**config.mk**
```make
export PLATFORM = sky130hd
export DESIGN_NAME = trb_in_dispatch
export DESIGN_NICKNAME = d
export VERILOG_FILES = /design/src/rtl/trb_pkg.sv /design/src/rtl/trb_rr_pick.sv /design/src/rtl/trb_in_dispatch.sv
export SDC_FILE = /design/constraint.sdc
export NUM_CORES = 1
export LEC_CHECK = 0
export CAP_MARGIN = 0
export CORE_MARGIN = 2
export CORE_UTILIZATION = 30
export CTS_BUF_LIST = sky130_fd_sc_hd__clkbuf_8
export DETAILED_ROUTE_END_ITERATION = 8
export DONT_BUFFER_PORTS = 1
export SLEW_MARGIN = 15
export SYNTH_ARGS = -nofsm -noshare
export SYNTH_HDL_FRONTEND = slang
export SYNTH_SLANG_ARGS = --single-unit
```
**constraint.sdc**
```tcl
create_clock -name clk -period 4.57 [get_ports clk]
set_input_delay 0.914 -clock clk [delete_from_list [all_inputs] [get_ports clk]]
set_output_delay 0.914 -clock clk [all_outputs]
set_load 0.01 [all_outputs]
```
**src/rtl/trb_pkg.sv**
```systemverilog
// Shared constants and state encoding for the turbo input dispatcher.
package trb_pkg;

    localparam int TRB_LEN  = 32'd1024;
    localparam int ST_LEN   = TRB_LEN / 32'd8;
    localparam int DW_DEF   = 32'd8;
    localparam int BEAT_W   = 32'd11;
    localparam int CREDIT_W = 32'd4;

    typedef enum logic {
        ST_SEL  = 1'b0,
        ST_PASS = 1'b1
    } trb_state_t;

endpackage

```
**src/rtl/trb_rr_pick.sv**
```systemverilog
// Combinational round-robin picker: first requester after last_grant, wrapping.
module trb_rr_pick #(
    parameter int N  = 2,
    parameter int IW = (N > 1) ? $clog2(N) : 1
) (
    input  logic [N-1:0]  req,
    input  logic [IW-1:0] last_grant,
    output logic          found,
    output logic [IW-1:0] grant
);

    int idx_s;

    // Scan last_grant+1 .. last_grant+N modulo N and keep the first hit
    always_comb begin
        found = 1'b0;
        grant = last_grant;
        idx_s = 0;
        for (int i = 1; i <= N; i++) begin
            idx_s = (int'(last_grant) + i) % N;
            if (!found && req[IW'(idx_s)]) begin
                found = 1'b1;
                grant = IW'(idx_s);
            end else begin
                grant = grant;
            end
        end
    end

endmodule

```
**src/rtl/trb_in_dispatch.sv**
```systemverilog
// Steers whole fixed-length frames to NUM_TURBO decoder cores by credit-gated round robin.
// Optional per-core completed-frame counters: define TRB_DISPATCH_STATS_EN.
module trb_in_dispatch
    import trb_pkg::*;
#(
    parameter int NUM_TURBO = 2,
    parameter int DW        = DW_DEF,
    parameter int FRAME_LEN = ST_LEN,
    parameter int MAX_OUT   = 2
) (
    input  logic                    clk,
    input  logic                    rst_n,
    input  logic [DW-1:0]           st_data_in,
    input  logic                    st_valid_in,
    input  logic                    st_sop_in,
    input  logic                    st_eop_in,
    output logic                    st_ready_out,
    output logic [DW*NUM_TURBO-1:0] dec_data_out,
    output logic [NUM_TURBO-1:0]    dec_valid_out,
    output logic [NUM_TURBO-1:0]    dec_sop_out,
    output logic [NUM_TURBO-1:0]    dec_eop_out,
    input  logic [NUM_TURBO-1:0]    dec_ready_in,
    input  logic [NUM_TURBO-1:0]    dec_done_in,
    output logic [NUM_TURBO-1:0]    dec_busy_out,
    output logic                    err_len,
    output logic                    err_sop,
    output logic [NUM_TURBO-1:0]    err_credit
`ifdef TRB_DISPATCH_STATS_EN
    ,
    output logic [16*NUM_TURBO-1:0] frame_cnt_out
`endif
);

    localparam int                 IW       = (NUM_TURBO > 1) ? $clog2(NUM_TURBO) : 1;
    localparam logic [CREDIT_W-1:0] CRED_MAX = CREDIT_W'(MAX_OUT);
    localparam logic [BEAT_W-1:0]   BEAT_SAT = {BEAT_W{1'b1}};
    localparam logic [BEAT_W:0]     LEN_EXP  = (BEAT_W+1)'(FRAME_LEN);

    trb_state_t            state_r;
    trb_state_t            state_nx_s;
    logic [IW-1:0]         sel_r;
    logic [IW-1:0]         last_r;
    logic [CREDIT_W-1:0]   credit_r [NUM_TURBO];
    logic [BEAT_W-1:0]     beat_cnt_r;
    logic [NUM_TURBO-1:0]  busy_r;
    logic [NUM_TURBO-1:0]  err_credit_r;
    logic                  err_len_r;
    logic                  err_sop_r;
    logic [NUM_TURBO-1:0]  req_s;
    logic [NUM_TURBO-1:0]  take_s;
    logic                  pick_found_s;
    logic [IW-1:0]         pick_idx_s;
    logic                  grant_s;
    logic                  acc_s;

    // Credit request vector and the core whose credit is consumed this cycle
    always_comb begin
        req_s  = {NUM_TURBO{1'b0}};
        take_s = {NUM_TURBO{1'b0}};
        for (int k = 0; k < NUM_TURBO; k++) begin
            req_s[k]  = (credit_r[k] != {CREDIT_W{1'b0}});
            take_s[k] = grant_s && (pick_idx_s == IW'(k));
        end
    end

    trb_rr_pick #(
        .N  (NUM_TURBO),
        .IW (IW)
    ) u_pick (
        .req        (req_s),
        .last_grant (last_r),
        .found      (pick_found_s),
        .grant      (pick_idx_s)
    );

    // Next state plus zero-latency forwarding of the stream to the selected core
    always_comb begin
        state_nx_s    = state_r;
        grant_s       = 1'b0;
        acc_s         = 1'b0;
        st_ready_out  = 1'b0;
        dec_data_out  = {(DW*NUM_TURBO){1'b0}};
        dec_valid_out = {NUM_TURBO{1'b0}};
        dec_sop_out   = {NUM_TURBO{1'b0}};
        dec_eop_out   = {NUM_TURBO{1'b0}};
        case (state_r)
            ST_SEL: begin
                grant_s = pick_found_s;
                if (pick_found_s) begin
                    state_nx_s = ST_PASS;
                end else begin
                    state_nx_s = ST_SEL;
                end
            end
            ST_PASS: begin
                st_ready_out = dec_ready_in[sel_r];
                acc_s        = st_valid_in & dec_ready_in[sel_r];
                for (int k = 0; k < NUM_TURBO; k++) begin
                    if (IW'(k) == sel_r) begin
                        dec_valid_out[k]         = st_valid_in;
                        dec_sop_out[k]           = st_sop_in;
                        dec_eop_out[k]           = st_eop_in;
                        dec_data_out[k*DW +: DW] = st_data_in;
                    end else begin
                        dec_valid_out[k]         = 1'b0;
                        dec_data_out[k*DW +: DW] = {DW{1'b0}};
                    end
                end
                if (acc_s && st_eop_in) begin
                    state_nx_s = ST_SEL;
                end else begin
                    state_nx_s = ST_PASS;
                end
            end
            default: state_nx_s = ST_SEL;
        endcase
    end

    // FSM, grant bookkeeping, beat counting and sticky framing errors
    always_ff @(posedge clk) begin
        if (!rst_n) begin
            state_r    <= ST_SEL;
            sel_r      <= {IW{1'b0}};
            last_r     <= IW'(NUM_TURBO - 1);
            beat_cnt_r <= {BEAT_W{1'b0}};
            err_len_r  <= 1'b0;
            err_sop_r  <= 1'b0;
        end else begin
            state_r <= state_nx_s;
            if (grant_s) begin
                sel_r      <= pick_idx_s;
                last_r     <= pick_idx_s;
                beat_cnt_r <= {BEAT_W{1'b0}};
            end else if (acc_s) begin
                if (beat_cnt_r != BEAT_SAT) begin
                    beat_cnt_r <= beat_cnt_r + BEAT_W'(1'b1);
                end
                if (st_eop_in && (((BEAT_W+1)'(beat_cnt_r) + (BEAT_W+1)'(1'b1)) != LEN_EXP)) begin
                    err_len_r <= 1'b1;
                end
                if ((beat_cnt_r == {BEAT_W{1'b0}}) && !st_sop_in) begin
                    err_sop_r <= 1'b1;
                end
                if ((beat_cnt_r != {BEAT_W{1'b0}}) && st_sop_in) begin
                    err_sop_r <= 1'b1;
                end
            end
        end
    end

    // Per-core credits; a grant and a done on the same core cancel out
    always_ff @(posedge clk) begin
        if (!rst_n) begin
            for (int k = 0; k < NUM_TURBO; k++) begin
                credit_r[k] <= CRED_MAX;
            end
            busy_r       <= {NUM_TURBO{1'b0}};
            err_credit_r <= {NUM_TURBO{1'b0}};
        end else begin
            for (int k = 0; k < NUM_TURBO; k++) begin
                if (take_s[k] && dec_done_in[k]) begin
                    credit_r[k] <= credit_r[k];
                end else if (take_s[k]) begin
                    credit_r[k] <= credit_r[k] - CREDIT_W'(1'b1);
                end else if (dec_done_in[k] && (credit_r[k] != CRED_MAX)) begin
                    credit_r[k] <= credit_r[k] + CREDIT_W'(1'b1);
                end
                if (dec_done_in[k] && (credit_r[k] == CRED_MAX)) begin
                    err_credit_r[k] <= 1'b1;
                end
                busy_r[k] <= (credit_r[k] != CRED_MAX);
            end
        end
    end

    assign dec_busy_out = busy_r;
    assign err_len      = err_len_r;
    assign err_sop      = err_sop_r;
    assign err_credit   = err_credit_r;

`ifdef TRB_DISPATCH_STATS_EN
    logic [15:0] frame_cnt_r [NUM_TURBO];

    // Completed-frame counters, wrapping naturally at 16 bits
    always_ff @(posedge clk) begin
        if (!rst_n) begin
            for (int k = 0; k < NUM_TURBO; k++) begin
                frame_cnt_r[k] <= 16'd0;
            end
        end else begin
            for (int k = 0; k < NUM_TURBO; k++) begin
                if (acc_s && st_eop_in && (IW'(k) == sel_r)) begin
                    frame_cnt_r[k] <= frame_cnt_r[k] + 16'd1;
                end
            end
        end
    end

    // Flatten the counters onto the output bus
    always_comb begin
        frame_cnt_out = {(16*NUM_TURBO){1'b0}};
        for (int k = 0; k < NUM_TURBO; k++) begin
            frame_cnt_out[k*16 +: 16] = frame_cnt_r[k];
        end
    end
`endif

endmodule

```
==> metrics.txt, run 1 <==
maximum count of clock buffers along a single path=2; share of layout cells above drive strength 1=12.6%; dominant combinational cell family by area after synthesis=simple AND/OR/NAND/NOR gates; top cells by area, synth=dfxtp_1 21%, edfxtp_1 13%, xnor2_1 7.5%; delay of the slowest cell on the worst path=0.51 ns; worst-path cell with the longest stage delay=edfxtp_1; Post-layout nets=225; share of the synthesized netlist area taken by xor and xnor gates=8.42%; DRC violation count after routing=0; total routing usage reported by global routing=10.8%; TritonCTS clock tree=done; element type at the critical path end=register; unrepaired setup endpoints after global routing=no; ratio of total power to cell area=411 mW/mm²; Highest Signal Layer=met4; Initial Utilization=31.3%; critical-path cell list=nor4_4 -> nor3_1 -> nor3b_2 -> nand2_1 -> ha_1 -> a21o_1 -> a21oi_1 -> xor2_1 -> mux2i_1 -> nor2_1; Worst-Margin Slew=0.705 ns; clock net sink count=28; Top Ports=46; Worst path depth=10; total via count after detailed routing=1,395; mux cell area share after synthesis=2.14%; Worst Slack Setup Final=1.82 ns; sequential cell area fraction in the yosys report=34.2%; flop and latch count out of synthesis=28; Worst Setup Start Kind=register; Ys Warns=0; Netlist Area Pre-Place=0.00187 mm²; period utilisation layout=60.2%; # Max-Cap Violations=0; Highest Clock Rate=0.363 GHz; insertion delay to the later sink of the worst-skew pair=0.28 ns; adder and majority cell fraction of the synthesized area=6.81%; routed wl met3=133 µm; count of hold-fix buffers inserted at cts=0; class of the tightest hold or removal check=register to register; worst setup slack after placement=1.80 ns; Worst EP required=4.61 ns; cell count of the worst reg-to-reg path=10; Placement Rows=28; Routed wire per std cell=13.8 µm; number of H-tree levels=1; number of I/O port buffers=0; post-detailed-route via-to-cell ratio=5.11; Detailed Route WL=3.77 mm; Worst Path Class, Setup=register to register; leak pwr=0.686 nW; Compound-Gate Fraction of Synth Area=8.75%; Post-CTS Resized=0; count of fill cells added during filler insertion=603; data arrival time of the critical path=2.79 ns; placeable core region=0.00599 mm²; number of nets with antenna violations after routing=0; clock-pin slew on the worst setup and hold paths=0.10 ns; largest net degree at the start of global routing=19; placed cell count=269; Worst slew margin=52.6%; first-pass iteration count of the detailed router=4; CP top delay family=simple AND/OR/NAND/NOR gates; vias in the first global route=1,301; most common cell after layout, fill and taps aside=nor2_1; ys flop type=dfxtp_1; Bufs and invs on worst path=0; Clock Skews=0.00363 ns; starting DRC count in detailed routing=95; final instance count without filler cells=273; Final Hold Vio Count=0; Overflow after GRT=0; outcome=finished, final reports clean; antenna violations before repair=0; syn avg cell area=9.09 µm²; global-route wire length before repair=6.25 mm; post-DP HPWL=2.85 mm; total routed wire length on the met1 layer=1.81 mm; CTS Buf Count=3; worst hold slack after final layout=0.551 ns; Final setup viols=0; post-synthesis net count=232; commonest cells after routing, fill and taps aside=28 x nor2_1, 20 x dfxtp_1, 16 x xnor2_1, 14 x nand2_1, 12 x and2_1; count of buffers added by post-CTS timing repair for setup=0; clock tree root buffer cell=clkbuf_8; power consumption=0.000802 W; asr flop ratio synth=0%; Unique masters post-synth=49; worst hold path stage count=2; height of the die=83.0 µm; Die ar.=0.00689 mm²; instance count of the mapped netlist=206; antenna cell count=0; Max IR drop VDD=0.000234 V; proportion of netlist area held by the largest area contributor=21.4%; number of flops mapped to enable cells by yosys=8; cell type with the highest aggregate area in the netlist=dfxtp_1; count of final max-slew check failures=0; largest driver fanout on the critical path=5; DR WL met2=1.82 mm; final period demand of the worst path=2.75 ns; basic-gate share of the synthesized area counting and, or, nand and nor cells=33.9%; setup tns final=0 ns; die extent in x=83.0 µm; last weighted congestion value of the routability-driven placer=0.825; Syn-to-layout area delta=4.28%
[power breakdown]
part           total [W]  switching, W  leakage [nW]  internal (W)
sequential      0.000366     0.0000606         0.245      0.000306
combinational   0.000238      0.000129         0.405      0.000109
clock           0.000199     0.0000811        0.0357      0.000117
total           0.000802      0.000271         0.686      0.000532
[cells in the mapped netlist, types with 2 or more instances]
cell       n
dfxtp_1   20
xnor2_1   16
nand3_1    6
a21oi_1   11
a31oi_1    2
o21ai_0    2
ha_1       7
nor3_1     8
nor3b_2    2
buf_4      2
and2_1    12
xor2_1     2
buf_6      4
nor4_1     3
nand2_1   14
a21o_1     2
nand4_1    2
clkbuf_1   4
buf_2      2
and3_1    10
nor4_4     3
edfxtp_1   8
nor4b_1    3
inv_1      5
a31o_2     2
fa_1       2
mux2_4     2
and3_2     2
nor2_1    28
[sequential cells by signal (all words and copies together), names as in the netlist]
name and count:
dec_busy_out 2, state_r 1, beat_cnt_r 11, err_sop 1, err_len 1, err_credit 2, last_r 1, credit_r 8
sel_r 1
[cells by family (layout without fill, tap and decap cells)]
group | after synthesis | after routing
xor+xnor | 18 | 18
mux | 3 | 3
flops | 28 | 28
buf+inv | 18 | 10
compound gates | 25 | 25
simple gates | 105 | 105
fa+ha+maj | 9 | 9
[layout make-up]
type,instances,area (µm²),area share (%)
inverter,6,22.5,1.15
clock buffer,3,41.3,2.11
sequential,28,641,32.8
clock inverter,1,30.0,1.54
tap,75,93.8,4.80
multi-input combinational,160,1120,57.6
[worst reg2reg max path, delay by kind of cell (launching register included)]
| kind | cells | cell delay (ns) |
|---|---|---|
| DFF | 1 | 0.51 |
| and+or+nand+nor | 5 | 0.97 |
| xor gates and xnor gates | 1 | 0.19 |
| muxes | 1 | 0.20 |
| AOI/OAI and AO/OA | 2 | 0.34 |
| adders and majority gates | 1 | 0.30 |
[per-stage QoR]
step | area (µm²) | util (%)
detailed placement | 1880 | 31.4
global placement | 1880 | 31.4
CTS | 1950 | 32.6
finish | 1950 | 32.6
global route | 1950 | 32.6
floorplan | 1870 | -
[final timing paths]
check	start	end	slack [ns]
setup reg to reg	credit_r[0][0]	credit_r[1][3]	1.82
setup / recovery	credit_r[0][0]	credit_r[1][3]	1.82
hold / removal	err_credit[0]	err_credit[0]	0.55
hold reg to reg	err_credit[0]	err_credit[0]	0.55
[layer usage]
metal  track usage [%]  vias to the layer above
met5                 0                        -
met2              17.7                       25
met3              2.68                        2
met4              1.79                        0
met1              14.5                      663
li1                  -                      705
No activity file was read; power rests on OpenSTA's default activity.
==> inputs of run 2 (changes only) <==
- clock period: 4.57 -> 2.21 ns (I/O delays scaled with it)
==> metrics.txt, run 2 (synthesis results as in run 1) <==
most common cell after layout, fill and taps aside=nor2_1; element type at the critical path end=register; capture instance of the worst register-to-register path=credit_r[1][3]; Highest Clock Rate=0.416 GHz; flip-flop count of the largest register, all copies and words added=11; Post-layout nets=256; area of the multi-input gates=0.00122 mm²; Worst EP required=2.24 ns; outcome=finished, violations left; Top Ports=46; Worst Setup Start Kind=register; CTS Buf Count=3; violated checks=setup timing; DRC violation count after routing=0; Worst Setup EP=credit_r[1][3]; die extent in x=83.0 µm; period utilisation layout=109%; largest driver fanout on the critical path=3; Initial Utilization=31.3%; count of hold-fix buffers inserted at cts=0; Placement Rows=28; insertion delay to the later sink of the worst-skew pair=0.27 ns; area of all sequential standard cells=641 µm²; Detailed Route WL=4.20 mm; total routing usage reported by global routing=11.9%; R2R Path Start=credit_r[0][2]; TritonCTS clock tree=done; most flop-heavy register=beat_cnt_r; Final Hold Vio Count=0; Syn-to-layout area delta=21.8%; first-pass iteration count of the detailed router=4; clock-pin slew on the worst setup and hold paths=0.10 ns; final instance count without filler cells=304; vias in the first global route=1,387; count of fill cells added during filler insertion=606; maximum count of clock buffers along a single path=2; data arrival time of the critical path=2.44 ns; cell count of the worst reg-to-reg path=10; Clock Skews=0.00768 ns; ratio of total power to cell area=874 mW/mm²; # Max-Cap Violations=0; total via count after detailed routing=1,501; class of the tightest hold or removal check=input pin to register; commonest cells after routing, fill and taps aside=27 x nor2_1, 25 x buf_4, 20 x dfxtp_1, 15 x xnor2_1; Worst Slack Setup Final=-0.196 ns; worst-case register-to-register setup slack=-0.20 ns; number of H-tree levels=1; Routed wire per std cell=13.8 µm; placed cell count=291; largest net degree at the start of global routing=16; antenna cell count=0; leak pwr=0.863 nW; worst setup slack after placement=-0.289 ns; post-DP HPWL=3.05 mm; starting DRC count in detailed routing=119; clock net sink count=28; largest registers=beat_cnt_r: 11 flops, credit_r: 8 flops; Worst Path Class, Setup=register to register; number of nets with antenna violations after routing=0; Worst-Margin Slew=0.383 ns; antenna violations before repair=0; final period demand of the worst path=2.41 ns; post-detailed-route via-to-cell ratio=4.94; Overflow after GRT=0; Die ar.=0.00689 mm²; clock tree root buffer cell=clkbuf_8; share of layout cells above drive strength 1=30.1%; number of I/O port buffers=0; global-route wire length before repair=6.87 mm; Worst slew margin=74.4%; worst hold slack after final layout=0.262 ns; placeable core region=0.00599 mm²; last weighted congestion value of the routability-driven placer=0.842; Final setup viols=4; height of the die=83.0 µm; unrepaired setup endpoints after global routing=yes; critical path startpoint=credit_r[0][2]; Max IR drop VDD=0.000694 V; count of final max-slew check failures=0
## run 2: cell types whose count changed in the layout (fill, tap and decap cells not counted), moves of 2 or more
cell | before | now
buf_6 | 0 | 6
a21oi_1 | 11 | 8
nand2_2 | 0 | 2
fa_1 | 2 | 0
a21oi_2 | 0 | 2
ha_1 | 7 | 5
buf_4 | 0 | 25
fa_2 | 0 | 2
nand2_1 | 14 | 12
ha_4 | 0 | 2
## run 2: worst min-delay path by stage
stage	slack, ns	start	cells past startpoint	to
2_1_floorplan	0.50	err_credit[0]	2	err_credit[0]
5_1_grt	0.25	rst_n	1	last_r
4_1_cts	0.25	rst_n	1	last_r
3_5_place_dp	0.53	err_credit[0]	2	err_credit[0]
6_report	0.26	rst_n	1	last_r
3_3_place_gp	0.52	err_credit[0]	2	err_credit[0]
## run 2: power by group
group,internal (W),switching (W),leakage (nW)
combinational,0.000552,0.000445,0.591
clock,0.000125,0.000157,0.0269
sequential,0.000632,0.0000821,0.245
## run 2: area by class of cell
cell class,instances,share of cell area (%)
Clock buffer,3,1.81
Clock inverter,1,0.165
Inverter,6,0.987
Multi-Input combinational cell,160,53.6
Sequential cell,28,28.1
Tap cell,75,4.11
Timing Repair Buffer,31,11.2
## run 2: worst max-delay path, stage by stage, from the launching register on
cell and delay (ns):
edfxtp_1 0.43, nor4_4 0.35, nor3_2 0.08, nor3b_2 0.21, nand2_2 0.13, ha_4 0.23, a21o_1 0.16, a21oi_2 0.13
xor2_1 0.19, mux2i_1 0.20, nor2_1 0.05
## run 2: stage by stage
| step | instance area, µm² | setup TNS (ns) | total power [W] | util [%] |
|---|---|---|---|---|
| 2_1_floorplan | 1890 | -0.350 | 0.00119 | - |
| 6_report | 2280 | -0.445 | 0.00199 | 38.1 |
| 3_3_place_gp | 2070 | -0.452 | 0.00146 | 34.5 |
| 4_1_cts | 2210 | -0.597 | 0.00190 | 36.9 |
| 3_5_place_dp | 2070 | -0.777 | 0.00146 | 34.5 |
| 5_1_grt | 2280 | -1.12 | 0.00214 | 38.1 |
## run 2: routing by layer
layer	up-vias	global-route usage [%]	routed length, µm
met5	-	0	0
met4	0	3.13	76
met3	9	2.58	154
met2	32	19.2	2050
met1	697	16.1	1920
li1	763	-	-
## run 2: repair_timing
item | in CTS | in global routing
gates resized for setup | 8 | 12
buffers inserted | 8 | 3
pin swaps | 15 | 8
cloned | 0 | 0
setup endpoints to repair | 4 | 6
==> inputs of run 3 (changes only) <==
- clock period: 2.21 -> 2.5 ns (I/O delays scaled with it)
==> metrics.txt, run 3 (synthesis results as in run 1) <==
delay of the slowest cell on the worst path=0.48 ns; placed cell count=282; post-DP HPWL=2.96 mm; CTS Buf Count=3; data arrival time of the critical path=2.49 ns; Worst slew margin=64.5%; Worst Setup Start Kind=register; largest registers=beat_cnt_r: 11 flops, credit_r: 8 flops; TritonCTS clock tree=done; critical-path cell list=nor4_4 -> nor3_2 -> nor3b_2 -> nand2_1 -> ha_1 -> a21o_1 -> a21oi_2 -> xor2_1 -> mux2i_1 -> nor2_1; number of H-tree levels=1; starting DRC count in detailed routing=65; Highest Clock Rate=0.407 GHz; count of final max-slew check failures=0; insertion delay to the later sink of the worst-skew pair=0.28 ns; worst setup slack after placement=0.0427 ns; most flop-heavy register=beat_cnt_r; count of hold-fix buffers inserted at cts=0; total via count after detailed routing=1,468; Worst EP required=2.54 ns; unrepaired setup endpoints after global routing=yes; total routing usage reported by global routing=11.0%; Final Hold Vio Count=0; first-pass iteration count of the detailed router=4; final period demand of the worst path=2.46 ns; class of the tightest hold or removal check=input pin to register; period utilisation layout=98.3%; height of the die=83.0 µm; Bufs and invs on worst path=0; largest net degree at the start of global routing=17; Post-layout nets=240; Placement Rows=28; Routed wire per std cell=13.7 µm; post-detailed-route via-to-cell ratio=5.10; Detailed Route WL=3.93 mm; post-layout instance area=0.00207 mm²; share of layout cells above drive strength 1=21.1%; post-placement cell area=0.00198 mm²; clock net sink count=28; Die ar.=0.00689 mm²; worst-path cell with the longest stage delay=edfxtp_1; Final setup viols=0; Clock Power Share=17.2%; clock-pin slew on the worst setup and hold paths=0.10 ns; Sequential Power Share=43.1%; Clock Skews=0.00412 ns; outcome=finished, final reports clean; Max IR drop VDD=0.000417 V; Initial Utilization=31.3%; clock tree root buffer cell=clkbuf_8; maximum count of clock buffers along a single path=2; Overflow after GRT=0; commonest cells after routing, fill and taps aside=28 x nor2_1, 20 x dfxtp_1, 16 x xnor2_1, 15 x buf_4, 14 x nand2_1; # Max-Cap Violations=0; Worst Path Class, Setup=register to register; final instance count without filler cells=288; fraction of power spent switching nets=35.3%; last weighted congestion value of the routability-driven placer=0.841; Syn-to-layout area delta=10.8%; die extent in x=83.0 µm; vias in the first global route=1,295; Power Internal=0.000968 W; number of I/O port buffers=0; element type at the critical path end=register; most common cell after layout, fill and taps aside=nor2_1; Worst-Margin Slew=0.525 ns; worst hold slack after final layout=0.307 ns; leak pwr=0.752 nW; flip-flop count of the largest register, all copies and words added=11; antenna cell count=0; CP top delay family=simple AND/OR/NAND/NOR gates; ratio of total power to cell area=722 mW/mm²; DRC violation count after routing=0; Top Ports=46; largest driver fanout on the critical path=3; antenna violations before repair=0; net switching power of the design=0.000529 W; placeable core region=0.00599 mm²; global-route wire length before repair=6.44 mm; Worst Slack Setup Final=0.0424 ns; relative contribution of combinational cells to total power=39.8%; number of nets with antenna violations after routing=0
==> run 3: cell count changes in the layout (fill, tap and decap cells not counted), sizes merged <==
cell	previous run	this run
clkinv	1	2
inv	6	5
buf	31	15
==> run 3: path summary, 6_finish.rpt <==
kind,from,endpoint,slack (ns),cells after the start
hold / removal,rst_n,last_r,0.31,1
setup reg to reg,credit_r[0][0],credit_r[1][3],0.04,10
hold reg to reg,err_credit[0],err_credit[0],0.55,2
setup / recovery,credit_r[0][0],credit_r[1][3],0.04,10
==> run 3: what timing repair did <==
action                     CTS  global route
setup endpoints to repair    0             2
setup buffers                0             2
resized for setup            0             6
==> run 3: cell type report <==
type                       instances  area [µm²]
fill                             616        3920
multi-input combinational        160        1160
sequential                        28         641
timing repair buffer              15         113
tap                               75        93.8
clock buffer                       3        41.3
inverter                           6        22.5
clock inverter                     1        3.75
==> run 3: per-stage QoR <==
stage	power [W]	utilization (%)	TNS [ns]
after floorplan	0.00103	-	0
after global placement	0.00118	33.0	0
after detailed placement	0.00119	33.0	0
after CTS	0.00145	33.8	0
after global routing	0.00161	34.6	-0.108
final	0.00150	34.6	0
==> run 3: routing by layer <==
layer  share of wire (%)  wire length, µm  vias up  track usage [%]
met1                  46             1810      690             15.3
met3                 5.0              197        2             2.29
met2                  48             1910       43             18.2
li1                    -                -      733                -
met4                0.48               19        0             1.34
met5                   0                0        -                0
==> run 3: power by group through the flow <==
stage | Combinational (W) | Clock, W | Sequential [W]
3_5_place_dp | 0.000544 | 0 | 0.000650
3_3_place_gp | 0.000538 | 0 | 0.000647
6_report | 0.000595 | 0.000257 | 0.000645
5_1_grt | 0.000675 | 0.000282 | 0.000657
4_1_cts | 0.000546 | 0.000268 | 0.000640
2_1_floorplan | 0.000387 | 0 | 0.000648
